<file path="src/rtl/fetch_pkg.sv">
// Shared types and constants for the instruction-fetch stage.
package fetch_pkg;

    typedef enum logic [1:0] {
        BOOT  = 2'd0,
        RUN   = 2'd1,
        STALL = 2'd2
    } fetch_state_t;

    localparam int PC_W      = 22;
    localparam int IMM_RAW_W = 19;

    localparam logic [PC_W-1:0] DEFAULT_RESET_PC = '0;

endpackage : fetch_pkg

</file>
<file path="src/rtl/instr_hold_buffer.sv">
// One-entry hold register for the instruction-memory read data.
// While decode is stalled, the memory keeps reading the next address,
// so the word already in decode must be captured here.
module instr_hold_buffer #(
    parameter int INSTR_WIDTH = 24
) (
    input  logic                   clk,
    input  logic                   reset,
    input  logic                   load,
    input  logic                   sel_hold,
    input  logic [INSTR_WIDTH-1:0] imem_rdata,
    output logic [INSTR_WIDTH-1:0] instr
);

    logic [INSTR_WIDTH-1:0] hold_q;

    // Capture the word currently in decode when a stall begins.
    always_ff @(posedge clk or posedge reset) begin
        if (reset) begin
            hold_q <= '0;
        end else if (load) begin
            hold_q <= imem_rdata;
        end
    end

    // Present the held word while stalled, otherwise the live memory data.
    always_comb begin
        instr = sel_hold ? hold_q : imem_rdata;
    end

endmodule : instr_hold_buffer

</file>
<file path="src/rtl/fetch_stage.sv">
// Instruction-fetch stage: program counter, synchronous instruction
// memory interface, decode slot, stall/flush/redirect handling.
// Optional build macro FETCH_PERF_EN adds the fetched/bubble counters;
// without it both perf ports are tied to zero and no counter flops exist.
//
// state | meaning
// ------+---------------------------------------------------------------
// BOOT  | first cycle after reset, memory data not yet meaningful
// RUN   | decode shows live imem_rdata
// STALL | decode shows the hold buffer; memory already returns next word
module fetch_stage
    import fetch_pkg::*;
#(
    parameter int                  PC_WIDTH    = PC_W,
    parameter int                  INSTR_WIDTH = 24,
    parameter logic [PC_WIDTH-1:0] RESET_PC    = DEFAULT_RESET_PC
) (
    input  logic                   clk,
    input  logic                   reset,
    output logic [PC_WIDTH-1:0]    imem_addr,
    input  logic [INSTR_WIDTH-1:0] imem_rdata,
    input  logic                   stall_d,
    input  logic                   flush_d,
    input  logic                   branch_taken_e,
    input  logic [PC_WIDTH-1:0]    branch_target_e,
    output logic [INSTR_WIDTH-1:0] instr_d,
    output logic [IMM_RAW_W-1:0]   imm_d,
    output logic [PC_WIDTH-1:0]    pc_d,
    output logic                   valid_d,
    output logic [31:0]            perf_fetched,
    output logic [31:0]            perf_bubbles
);

    fetch_state_t        state, state_nxt;
    logic [PC_WIDTH-1:0] pc_f, pc_f_nxt;
    logic [PC_WIDTH-1:0] pc_d_nxt;
    logic                valid_nxt;
    logic                hold_load;

    // State, PC and decode-slot registers.
    always_ff @(posedge clk or posedge reset) begin
        if (reset) begin
            state   <= BOOT;
            pc_f    <= RESET_PC;
            pc_d    <= '0;
            valid_d <= 1'b0;
        end else begin
            state   <= state_nxt;
            pc_f    <= pc_f_nxt;
            pc_d    <= pc_d_nxt;
            valid_d <= valid_nxt;
        end
    end

    // Priority: redirect, flush, stall, advance. PC wraps silently.
    always_comb begin
        state_nxt = state;
        pc_f_nxt  = pc_f;
        pc_d_nxt  = pc_d;
        valid_nxt = valid_d;
        hold_load = 1'b0;
        if (branch_taken_e) begin
            pc_f_nxt  = branch_target_e;
            valid_nxt = 1'b0;
            state_nxt = RUN;
        end else if (flush_d && !stall_d) begin
            pc_d_nxt  = pc_f;
            pc_f_nxt  = pc_f + PC_WIDTH'(1);
            valid_nxt = 1'b0;
            state_nxt = RUN;
        end else if (stall_d) begin
            if (state == RUN) begin
                hold_load = 1'b1;
                state_nxt = STALL;
            end
            if (flush_d) begin
                valid_nxt = 1'b0;
            end
        end else begin
            pc_d_nxt  = pc_f;
            pc_f_nxt  = pc_f + PC_WIDTH'(1);
            valid_nxt = 1'b1;
            state_nxt = RUN;
        end
    end

    instr_hold_buffer #(
        .INSTR_WIDTH (INSTR_WIDTH)
    ) u_hold (
        .clk        (clk),
        .reset      (reset),
        .load       (hold_load),
        .sel_hold   (state == STALL),
        .imem_rdata (imem_rdata),
        .instr      (instr_d)
    );

    assign imem_addr = pc_f;
    assign imm_d     = instr_d[IMM_RAW_W-1:0];

`ifdef FETCH_PERF_EN
    logic [31:0] fetched_q;
    logic [31:0] bubbles_q;

    // Count instructions accepted by decode and empty decode cycles.
    always_ff @(posedge clk or posedge reset) begin
        if (reset) begin
            fetched_q <= '0;
            bubbles_q <= '0;
        end else begin
            if (valid_d && !stall_d) begin
                fetched_q <= fetched_q + 32'd1;
            end
            if (!valid_d) begin
                bubbles_q <= bubbles_q + 32'd1;
            end
        end
    end

    assign perf_fetched = fetched_q;
    assign perf_bubbles = bubbles_q;
`else
    assign perf_fetched = '0;
    assign perf_bubbles = '0;
`endif

endmodule : fetch_stage

</file>
<file path="config.mk">
export PLATFORM = sky130hd
export DESIGN_NAME = fetch_stage
export DESIGN_NICKNAME = d
export VERILOG_FILES = /design/src/rtl/fetch_pkg.sv /design/src/rtl/instr_hold_buffer.sv /design/src/rtl/fetch_stage.sv
export SDC_FILE = /design/constraint.sdc
export NUM_CORES = 1
export LEC_CHECK = 0
export ABC_CLOCK_PERIOD_IN_PS = 1800
export CAP_MARGIN = 20
export CORE_MARGIN = 2
export CORE_UTILIZATION = 25
export DETAILED_ROUTE_END_ITERATION = 8
export DONT_BUFFER_PORTS = 1
export MAX_ROUTING_LAYER = met4
export SYNTH_ARGS = -nofsm -noshare
export SYNTH_HDL_FRONTEND = slang
export SYNTH_HIERARCHICAL = 1
export SYNTH_SLANG_ARGS = --single-unit
</file>
<file path="constraint.sdc">
create_clock -name clk -period 1.8 [get_ports clk]
set_input_delay 0.36 -clock clk [delete_from_list [all_inputs] [get_ports clk]]
set_output_delay 0.36 -clock clk [all_outputs]
set_load 0.02 [all_outputs]
</file>
## Yosys cells after proc, flatten, opt, wreduce, memory -nomap -nowiden

Index checks and enable logic that the tools add are counted.

- Register bits after elaboration: 71
- Input bits: 51
- Output and inout port bits: 152
- Word-level logic and storage cells: 34

- Add/sub/neg operators: 1
- Eq/ne operators: 6
- Muxes and demuxes: 18
- Bitwise operators: 1
- Reduce and logical (&&, ||, !) cells: 3

Operator list:

| cell | number |
|---|---|
| $mux 22 | 5 |
| $mux 24 | 1 |
| $add 22x1->22 const B | 1 |
| $mux 1 | 8 |
| $mux 2 | 4 |
| $ne 4x1->1 const B | 2 |
| $ne 3x1->1 const B | 1 |
| $eq 2x1->1 const B | 1 |
| $eq 2x2->1 const B | 1 |
| $ne 2x1->1 const B | 1 |
| $reduce_and 2->1 | 1 |
| $logic_and 1x1->1 | 1 |
| $logic_not 1->1 | 1 |
| $not 1->1 | 1 |

## Depth between registers and ports, before layout

Gate-level depths: netlist (run 1).

- Depth in word-level cells: 5
- Gate-level depth with buffers: 7
- Gate-level depth less buffers: 5

## Cells and area by module

Netlist (run 1), hierarchy kept.

By module, submodules not included:

| module | times used | cells each | area an instance (µm²) | sequential area each (µm²) |
|---|---|---|---|---|
| fetch_stage | 1 | 281 | 2798.9 | 1176.1 |
| instr_hold_buffer | 1 | 79 | 1397.6 | 600.6 |

## Least setup slack after synthesis (run 1)

No wires, ideal clock.

- Path type: register to register
- Start point: register pc_f[8], in the netlist imem_addr[8]
- End point: register pc_f[18], in the netlist imem_addr[18]
- Setup time: 0.082 ns
- Data arrival time: 1.656 ns
- Data required time: 1.718 ns
- Setup slack: 0.062 ns
- Cell stages (with the launch flop): 6
- Path buffers: 1
- Period minus slack after synthesis: 1.738 ns
- Cell sequence: dfrtp_1 and4_1 buf_6 nand4_4 or4_1 a31oi_1

- Longest elaborated chain between the ends: 4

RTL lines:

| what | line | source |
|---|---|---|
| from (decl) | fetch_stage.sv:35 | `logic [PC_WIDTH-1:0] pc_f, pc_f_nxt;` |
| from (signal assigned) | fetch_stage.sv:49 | `pc_f <= pc_f_nxt;` |
| $add 22x1->22 * | fetch_stage.sv:68, fetch_stage.sv:81 |  |
| $mux 22 | fetch_stage.sv:71 | `end else if (stall_d) begin` |
| $mux 22 * | fetch_stage.sv:66 | `end else if (flush_d && !stall_d) begin` |
| $mux 22 * | fetch_stage.sv:62 | `if (branch_taken_e) begin` |

Mark *: on every way between the ends. The rest lies on a longest branch, timed or not. The select of a mux whose other input is x is not followed.
A chain may end at the register's enable or synchronous reset.

## Final worst setup path (run 1)

- Start point: register state[0]
- End point: output imm_d[7]

- Longest elaborated chain between the ends: 2

RTL lines:

| what | line | source |
|---|---|---|
| from (decl) | fetch_stage.sv:34 | `fetch_state_t state, state_nxt;` |
| from (signal assigned) | fetch_stage.sv:48 | `state <= state_nxt;` |
| $eq 2x2->1 | fetch_stage.sv:93 | `.sel_hold (state == STALL),` |
| $mux 24 | instr_hold_buffer.sv:28 | `instr = sel_hold ? hold_q : imem_rdata;` |
| to (decl) | fetch_stage.sv:27 | `output logic [IMM_RAW_W-1:0] imm_d,` |

Every way passes these cells.

==> impl_metrics.json, run 1 <==
{
  "rr_worst_depth": 4,
  "yosysMostFrequentCell": "buf_4",
  "synth_area_leaders": "dfrtp_1, buf_4, mux2_4",
  "die_h_um": 133.6,
  "clkTransAtPathRegs_ps": 60,
  "power.density_mw_per_mm2": 1089,
  "start_util": 0.2540,
  "via_count": 2483,
  "arrival_ps": 1550,
  "r2r_start": "imem_addr[6]",
  "synthFlopType": "dfrtp_1",
  "cts-root-buf": "clkbuf_16",
  "drv_cap": 0,
  "critPathTopFamily": "flip-flops",
  "synth_cell_types": 38,
  "layout-drive-gt1-share": 0.3537,
  "grt_pass1_wl_mm": 14.60,
  "htree_levels": 3,
  "finalCriticalPeriod_ps": 1913,
  "gp_congestion": 0.7202,
  "wl_per_cell_um": 16.39,
  "cts_buffers": 9,
  "syn_inst": 360,
  "io_pins": 203,
  "tritoncts": "yes",
  "nNetsFinal": 423,
  "clk_latency_ps": 340,
  "vdd_drop_max_mv": 0.4906,
  "core-area_sq_mm": 0.01652,
  "track_usage": 0.1131,
  "drc": 0,
  "fin_cells": 596,
  "utilization": 0.2820,
  "cp-start-kind": "flop",
  "whs_path_depth": 1,
  "hold_path_end": "valid_d",
  "drt-vias-per-instance": 4.166,
  "critPathMaxStageDelay_ps": 400,
  "cts_buffer_depth": 2,
  "holdWs_ps": 73.78,
  "ys_top_cells_by_count": "buf_4, dfrtp_1, mux2_4",
  "synth_top_area_frac": 0.4234,
  "slew_viol_final": 0,
  "rows": 47,
  "n_antenna_cell": 0,
  "synth-seq-cells": 71,
  "clock_skew_ps": 8.620,
  "rsz0062_at_grt": "yes",
  "grt_pass1_vias": 2522,
  "drt_first_pass_iters": 4,
  "nFillCells": 1729,
  "synth_area_per_cell_sq_um": 11.66,
  "reg2reg_slack_ps": 130,
  "ant_nets": 0,
  "fp.dieW_um": 133.6,
  "cp.buffers_inverters": 2,
  "synth_area_sq_mm": 0.004197,
  "drt-initial-drc-count": 65,
  "cp_slowest_cell": "dfrtp_1",
  "grt_max_degree": 30,
  "preCtsSetupSlack_ps": 133.2,
  "setup_slack_ps": -112.8,
  "area.sequential_sq_mm": 0.001777,
  "wl_mm": 9.771,
  "worstHoldStart": "flush_d",
  "yosysWarnings": 6,
  "end_kind": "primary output",
  "grt_antenna_before_repair": 0,
  "path_cells": "nor2b_4 > buf_12 > clkbuf_16 > mux2_4",
  "die_area_sq_mm": 0.01784,
  "max_freq_mhz": 522.8,
  "async_reset_ff_frac": 1.000,
  "io_buffers": 0,
  "synth_seq_area_share": 0.4234,
  "status": "complete, but fails checks",
  "syn_to_final_growth_pct": 11.03,
  "cp_max_fo": 6,
  "numClockSinks": 71,
  "r2r_end": "imem_addr[20]",
  "post-route-period-util": 1.063,
  "worstPathRequired_ps": 1440,
  "violations": "negative setup slack",
  "hp-class": "in -> reg",
  "netlist.top_cell.by_area": "dfrtp_1",
  "gr-total-overflow": 0,
  "leakage_nw": 2.050,
  "multi_input_area_sq_mm": 0.001883,
  "synth_edf_count": 0,
  "finalSetupViolCount": 43,
  "critical_path_class": "reg -> out",
  "hpwl_mm": 7.285,
  "hold_viol": 0,
  "dp_cells": 572
}
==> metrics by stage <==
stage          cell area (sq um)  total power (W)  setup TNS, ps
6_report                    4659         0.005075          -4016
5_1_grt                     4659         0.005314          -6327
4_1_cts                     4647         0.005148          -4262
3_5_place_dp                4193         0.003130              0
3_3_place_gp                4193         0.003097              0
2_1_floorplan               4433         0.003057              0
==> flip-flops by register name, summed over array words and instances (netlist names) <==
name / flops
pc_d: 22
valid_d: 1
u_hold/hold_q: 24
state: 2
imem_addr: 22
==> how the worst max path moves through the flow <==
stage,cells past startpoint,start,to
after floorplan,5,imem_addr[8],imem_addr[18]
after CTS,4,state[0],imm_d[17]
final,4,state[0],imm_d[7]
after global routing,4,state[0],imm_d[7]
after detailed placement,4,imem_addr[6],imem_addr[20]
after global placement,3,state[1],instr_d[0]
==> layout by cell type, fill, tap and decap left out, types with 2 or more instances in the layout <==
| cell | Yosys | routed |
|---|---|---|
| mux2_2 | 30 | 26 |
| buf_12 | 4 | 4 |
| inv_1 | 4 | 3 |
| o21ai_0 | 18 | 18 |
| or3_1 | 4 | 4 |
| dfrtp_1 | 71 | 71 |
| nand3_1 | 7 | 7 |
| buf_4 | 84 | 30 |
| nor2_1 | 12 | 11 |
| o31ai_1 | 2 | 2 |
| or3_2 | 3 | 3 |
| o211ai_1 | 2 | 2 |
| bufinv_16 | 0 | 2 |
| clkinvlp_4 | 0 | 2 |
| xnor2_1 | 2 | 2 |
| and4_1 | 2 | 2 |
| inv_6 | 0 | 3 |
| or4_1 | 3 | 3 |
| nand4_1 | 5 | 5 |
| conb_1 | 1 | 64 |
| mux2_4 | 40 | 44 |
| xor2_1 | 8 | 8 |
| a31oi_1 | 9 | 9 |
| nand2_1 | 22 | 22 |
| clkbuf_16 | 0 | 10 |
==> power by group <==
| group | leakage (nW) | internal (W) | switching [W] |
|---|---|---|---|
| logic | 1.06 | 0.000423 | 0.000551 |
| registers | 0.837 | 0.00186 | 0.000299 |
| clock network | 0.153 | 0.00123 | 0.000720 |
==> metal layers <==
metal | vias to the layer above | global-route usage | routed length (um)
li1 | 1119 | - | -
met1 | 1196 | 0.1130 | 3455
met2 | 156 | 0.1950 | 5096
met3 | 12 | 0.04909 | 1064
met4 | 0 | 0.04374 | 155
met5 | - | - | 0
==> kinds of logic (layout without fill, tap and decap cells) <==
kind of cell,Yosys count,in the layout,share of synthesized area
xor gates and xnor gates,10,10,0.02087
buffers and inverters,105,58,0.1914
and+or+nand+nor,67,67,0.08676
muxes,71,71,0.2260
AOI/OAI and AO/OA,34,34,0.04770
DFF,71,71,0.4234
other,1,64,0.0008936
adders and majority gates,1,1,0.002981
==> area by class of cell <==
| cell class | instances | share of cell area |
|---|---|---|
| Multi-Input combinational cell | 247 | 0.4041 |
| Sequential cell | 71 | 0.3813 |
| Timing Repair Buffer | 38 | 0.08217 |
| Tap cell | 220 | 0.05908 |
| Clock buffer | 9 | 0.04834 |
| Clock inverter | 7 | 0.02175 |
| Inverter | 4 | 0.003222 |
==> what timing repair did <==
action,4_1_cts,5_1_grt
endpoints found under the hold margin,36,0
setup endpoints to repair,43,43
hold buffers,1,0
buffers inserted,4,1
gates resized for setup,7,2
gates cloned,2,1
No activity file was read; power rests on OpenSTA's default activity.
==> run 2: changes to the inputs <==
Settings changed: PLACE_DENSITY_LB_ADDON set to 0.25.
==> impl_metrics.json, run 2 (synthesis gave the netlist of run 1 again) <==
{
  "wl_per_cell_um": 15.73,
  "finalCriticalPeriod_ps": 1898,
  "r2r_start": "imem_addr[0]",
  "cp_slowest_cell": "dfrtp_1",
  "largest_reg_flops": 24,
  "path_cells": "nor2b_4 > clkbuf_16 > mux2_4",
  "regMostFlops": "u_hold/hold_q",
  "fin_area_sq_mm": 0.004522,
  "layout_common_cells": "dfrtp_1, conb_1, mux2_4",
  "post_dp_cell_area_sq_mm": 0.004190,
  "hp-class": "in -> reg",
  "clkTransAtPathRegs_ps": 50,
  "tritoncts": "yes",
  "nFillCells": 1762,
  "status": "complete, but fails checks",
  "syn_to_final_growth_pct": 7.752,
  "fin_cells": 588,
  "post-route-period-util": 1.055,
  "cts-root-buf": "clkbuf_16",
  "wl_met3_mm": 1.215,
  "clock_skew_ps": 6.984,
  "worstHoldStart": "flush_d",
  "die_area_sq_mm": 0.01784,
  "preCtsSetupSlack_ps": 111.2,
  "cts_buffer_depth": 2,
  "via_count": 2409,
  "n_antenna_cell": 0,
  "core-area_sq_mm": 0.01652,
  "max_freq_mhz": 526.7,
  "leakage_nw": 1.985,
  "wl_met1_mm": 3.533,
  "critPathTopFamily": "flip-flops",
  "critical_path_class": "reg -> out",
  "rsz0062_at_grt": "yes",
  "hold_viol": 0,
  "critPathMaxStageDelay_ps": 390,
  "reg2reg_slack_ps": 180,
  "track_usage": 0.1036,
  "io_buffers": 0,
  "drt-initial-drc-count": 57,
  "cp_max_fo": 12,
  "violations": "negative setup slack",
  "rr_worst_depth": 5,
  "start_util": 0.2540,
  "grt_pass1_vias": 2451,
  "arrival_ps": 1540,
  "gp_congestion": 0.7380,
  "multi_input_area_sq_mm": 0.001884,
  "cts_buffers": 9,
  "grt_max_degree": 35,
  "vdd_drop_max_mv": 0.4085,
  "wl_mm": 9.248,
  "drt_first_pass_iters": 4,
  "drv_cap": 0,
  "gr-total-overflow": 0,
  "htree_levels": 3,
  "power.density_mw_per_mm2": 1064,
  "finalSetupViolCount": 43,
  "die_h_um": 133.6,
  "grt_pass1_wl_mm": 13.67,
  "area.sequential_sq_mm": 0.001777,
  "layout-drive-gt1-share": 0.3370,
  "hold_path_end": "valid_d",
  "setup_slack_ps": -98.47,
  "cp-start-kind": "flop",
  "nNetsFinal": 416,
  "drc": 0,
  "wl_met2_mm": 4.365,
  "io_pins": 203,
  "cp.buffers_inverters": 1,
  "grt_antenna_before_repair": 0,
  "numClockSinks": 71,
  "hpwl_mm": 6.889,
  "top_layer_used": "met4",
  "r2r_end": "imem_addr[14]",
  "whs_path_depth": 1,
  "slew_viol_final": 0,
  "rows": 47,
  "fp.dieW_um": 133.6,
  "worstPathRequired_ps": 1440,
  "ant_nets": 0,
  "dp_cells": 571,
  "holdWs_ps": 90.31,
  "end_kind": "primary output",
  "final_common_cell": "dfrtp_1",
  "clk_latency_ps": 330,
  "drt-vias-per-instance": 4.097
}
-- run 2: changes by cell type in the layout (fill, tap and decap cells not counted) --
cell / previous run / this run
bufinv_16: 2 / 1
and4_2: 1 / 2
inv_6: 3 / 0
buf_4: 30 / 26
buf_12: 4 / 3
clkinvlp_4: 2 / 1
clkinv_2: 0 / 2
buf_8: 1 / 0
buf_16: 1 / 0
and4_1: 2 / 1
clkbuf_1: 0 / 2
-- run 2: final cells by class --
class                           instances  area share
Inverter                                4    0.003320
Multi-Input combinational cell        247      0.4167
Clock buffer                           11     0.05147
Clock inverter                          4     0.01051
Timing Repair Buffer                   31     0.06419
Tap cell                              220     0.06087
Sequential cell                        71      0.3929
-- run 2: worst max-delay path by stage --
stage	slack (ps)	from	to	cells past startpoint
finish	-100	state[1]	instr_d[4]	3
global route	-170	state[1]	imm_d[3]	3
CTS	-130	state[1]	instr_d[23]	3
detailed placement	110	imem_addr[6]	imem_addr[20]	4
global placement	170	imem_addr[6]	imem_addr[18]	4
floorplan	60	imem_addr[8]	imem_addr[18]	5
-- run 2: routing by layer --
metal | global-route usage | up-vias
met5 | - | -
met4 | 0.04078 | 0
met3 | 0.05403 | 13
met2 | 0.1589 | 146
met1 | 0.1139 | 1157
li1 | - | 1093
-- run 2: power by group --
| group | switching [W] | internal [W] |
|---|---|---|
| clock network | 0.000654 | 0.00106 |
| logic | 0.000534 | 0.000411 |
| registers | 0.000295 | 0.00186 |
-- run 2: worst register-to-register path: cells and delay by family, from the launching register on --
| kind | cells | cell delay (ps) |
|---|---|---|
| simple gates | 4 | 1010 |
| fa+ha+maj | 1 | 170 |
| flops | 1 | 380 |
-- run 2: per-stage QoR --
step	total power (W)	setup TNS [ps]	utilization
after floorplan	0.003057	0	-
after global placement	0.003109	0	0.2536
after detailed placement	0.003125	0	0.2536
after CTS	0.004905	-4463	0.2716
after global routing	0.005075	-6330	0.2736
final	0.004811	-3456	0.2736
-- run 2: what timing repair did --
item	in CTS	in global routing
gates cloned	0	1
setup endpoints to repair	43	45
endpoints found under the hold margin	37	0
setup buffers	0	0
hold buffers	1	0
gates resized for setup	2	3
==> patch: new RTL, flow settings as in run 2 <==
Build with the macro `FETCH_PERF_EN` defined.
--- a/src/rtl/fetch_stage.sv
+++ b/src/rtl/fetch_stage.sv
@@ -10,2 +10,4 @@
 // STALL | decode shows the hold buffer; memory already returns next word
+`define FETCH_PERF_EN
+
 module fetch_stage
Behaviour: not the same (a bounded check fails within 4 cycles, from zero or initial values and one cycle with reset high).
==> patch against run 2 <==
- the run still ends with setup timing left
- synthesized cell count is 54% higher
- area after synthesis rose by 60%
- power up 82%
- non-clock buffer count is 64 higher
- wire length is 78% higher
- sequential cell count is 64 higher
- setup slack worse by 0.052 ns
- cell area up 81%
- largest cell class is now registers
- highest routed layer unchanged
==> patch: results (changes against run 2) <==
The run finished, with violations left. The final reports fail on setup timing. The worst setup slack before clock tree synthesis came out at 0.0303 ns (-0.0808 ns).

The sequential share of the synthesized area was 50.4% (+8.1 points). The final worst clock skew is 0.0105 ns (+0.00354 ns). The length of routed wiring on met1 came out at 7050 µm (+100%). The routability congestion estimate from global placement came out at 0.767 (+3.9%). The met2 track demand over resource is 20.1% (+4.2 points). The number of buffers inserted during clock tree synthesis came out at 17 (+8). The number of H-tree levels is 4 (+1). The start point of the critical path is state[0]. The startpoint identified for the worst hold timing path is branch_taken_e. The global-route wire length before repair came out at 27000 µm (+98%). The depth of the worst register-to-register path is 6 (+1). The xor and xnor area share after synthesis is 9.81% (+7.7 points). The final worst slack is -0.151 ns (-0.0521 ns). The routed wire length on met3 came out at 1300 µm (+6.6%). The number of endpoints failing setup at the final stage is 43 (unchanged). The met1 track utilization from global routing came to 14.3% (+2.9 points). The insertion delay of the later-clocked pin in the worst-skew pair was 0.42 ns (+0.09 ns). The biggest cell delay along the critical path came out at 0.41 ns (+0.02 ns).

The proportion of power drawn by flip-flops and latches came out at 43.4% (-1.3 points). The complex-gate fraction of the synthesized area came to 2.60% (-2.2 points). The worst hold path endpoint is imem_addr[10]. The static power due to leakage is 3.79 nW (+91%).

The worst setup path endpoint is imm_d[14]. The number of distinct library cells after synthesis was 49 (+29%). The count of routing violations after the opening detailed-route iteration is 213 (+270%). The power dissipated in combinational cells is 1.62 mW (+71%).

The met3 routing resource usage after global routing is 4.82% (-0.58 points). The net switching component of the power came out at 2.78 mW (+87%). The tightest hold margin was 0.0487 ns (-0.0416 ns).
patch: timing repair:
item / 4_1_cts / 5_1_grt
gates resized for setup: 8 / 6
hold buffers: 3 / 0
cloned: 1 / 0
endpoints found under the hold margin: 136 / 0
pin swaps: 0 / 2
buffers inserted: 4 / 3
endpoints found under the setup margin: 43 / 48
patch: cells by family (layout without fill, tap and decap cells):
| kind of cell | after synthesis | after routing |
|---|---|---|
| buf+inv | 50 | 137 |
| flops | 135 | 135 |
| xor+xnor | 75 | 75 |
| compound gates | 30 | 30 |
| fa+ha+maj | 3 | 3 |
| mux | 73 | 73 |
| simple gates | 189 | 189 |
patch: area by class of cell:
class                           count  area [µm²]  area share (%)
Clock buffer                       17         425            5.19
Tap cell                          335         419            5.11
Sequential cell                   135        3380            41.2
Inverter                           10        41.3           0.504
Multi-Input combinational cell    370        3000            36.6
Clock inverter                     15         133            1.62
Timing Repair Buffer               95         802            9.79
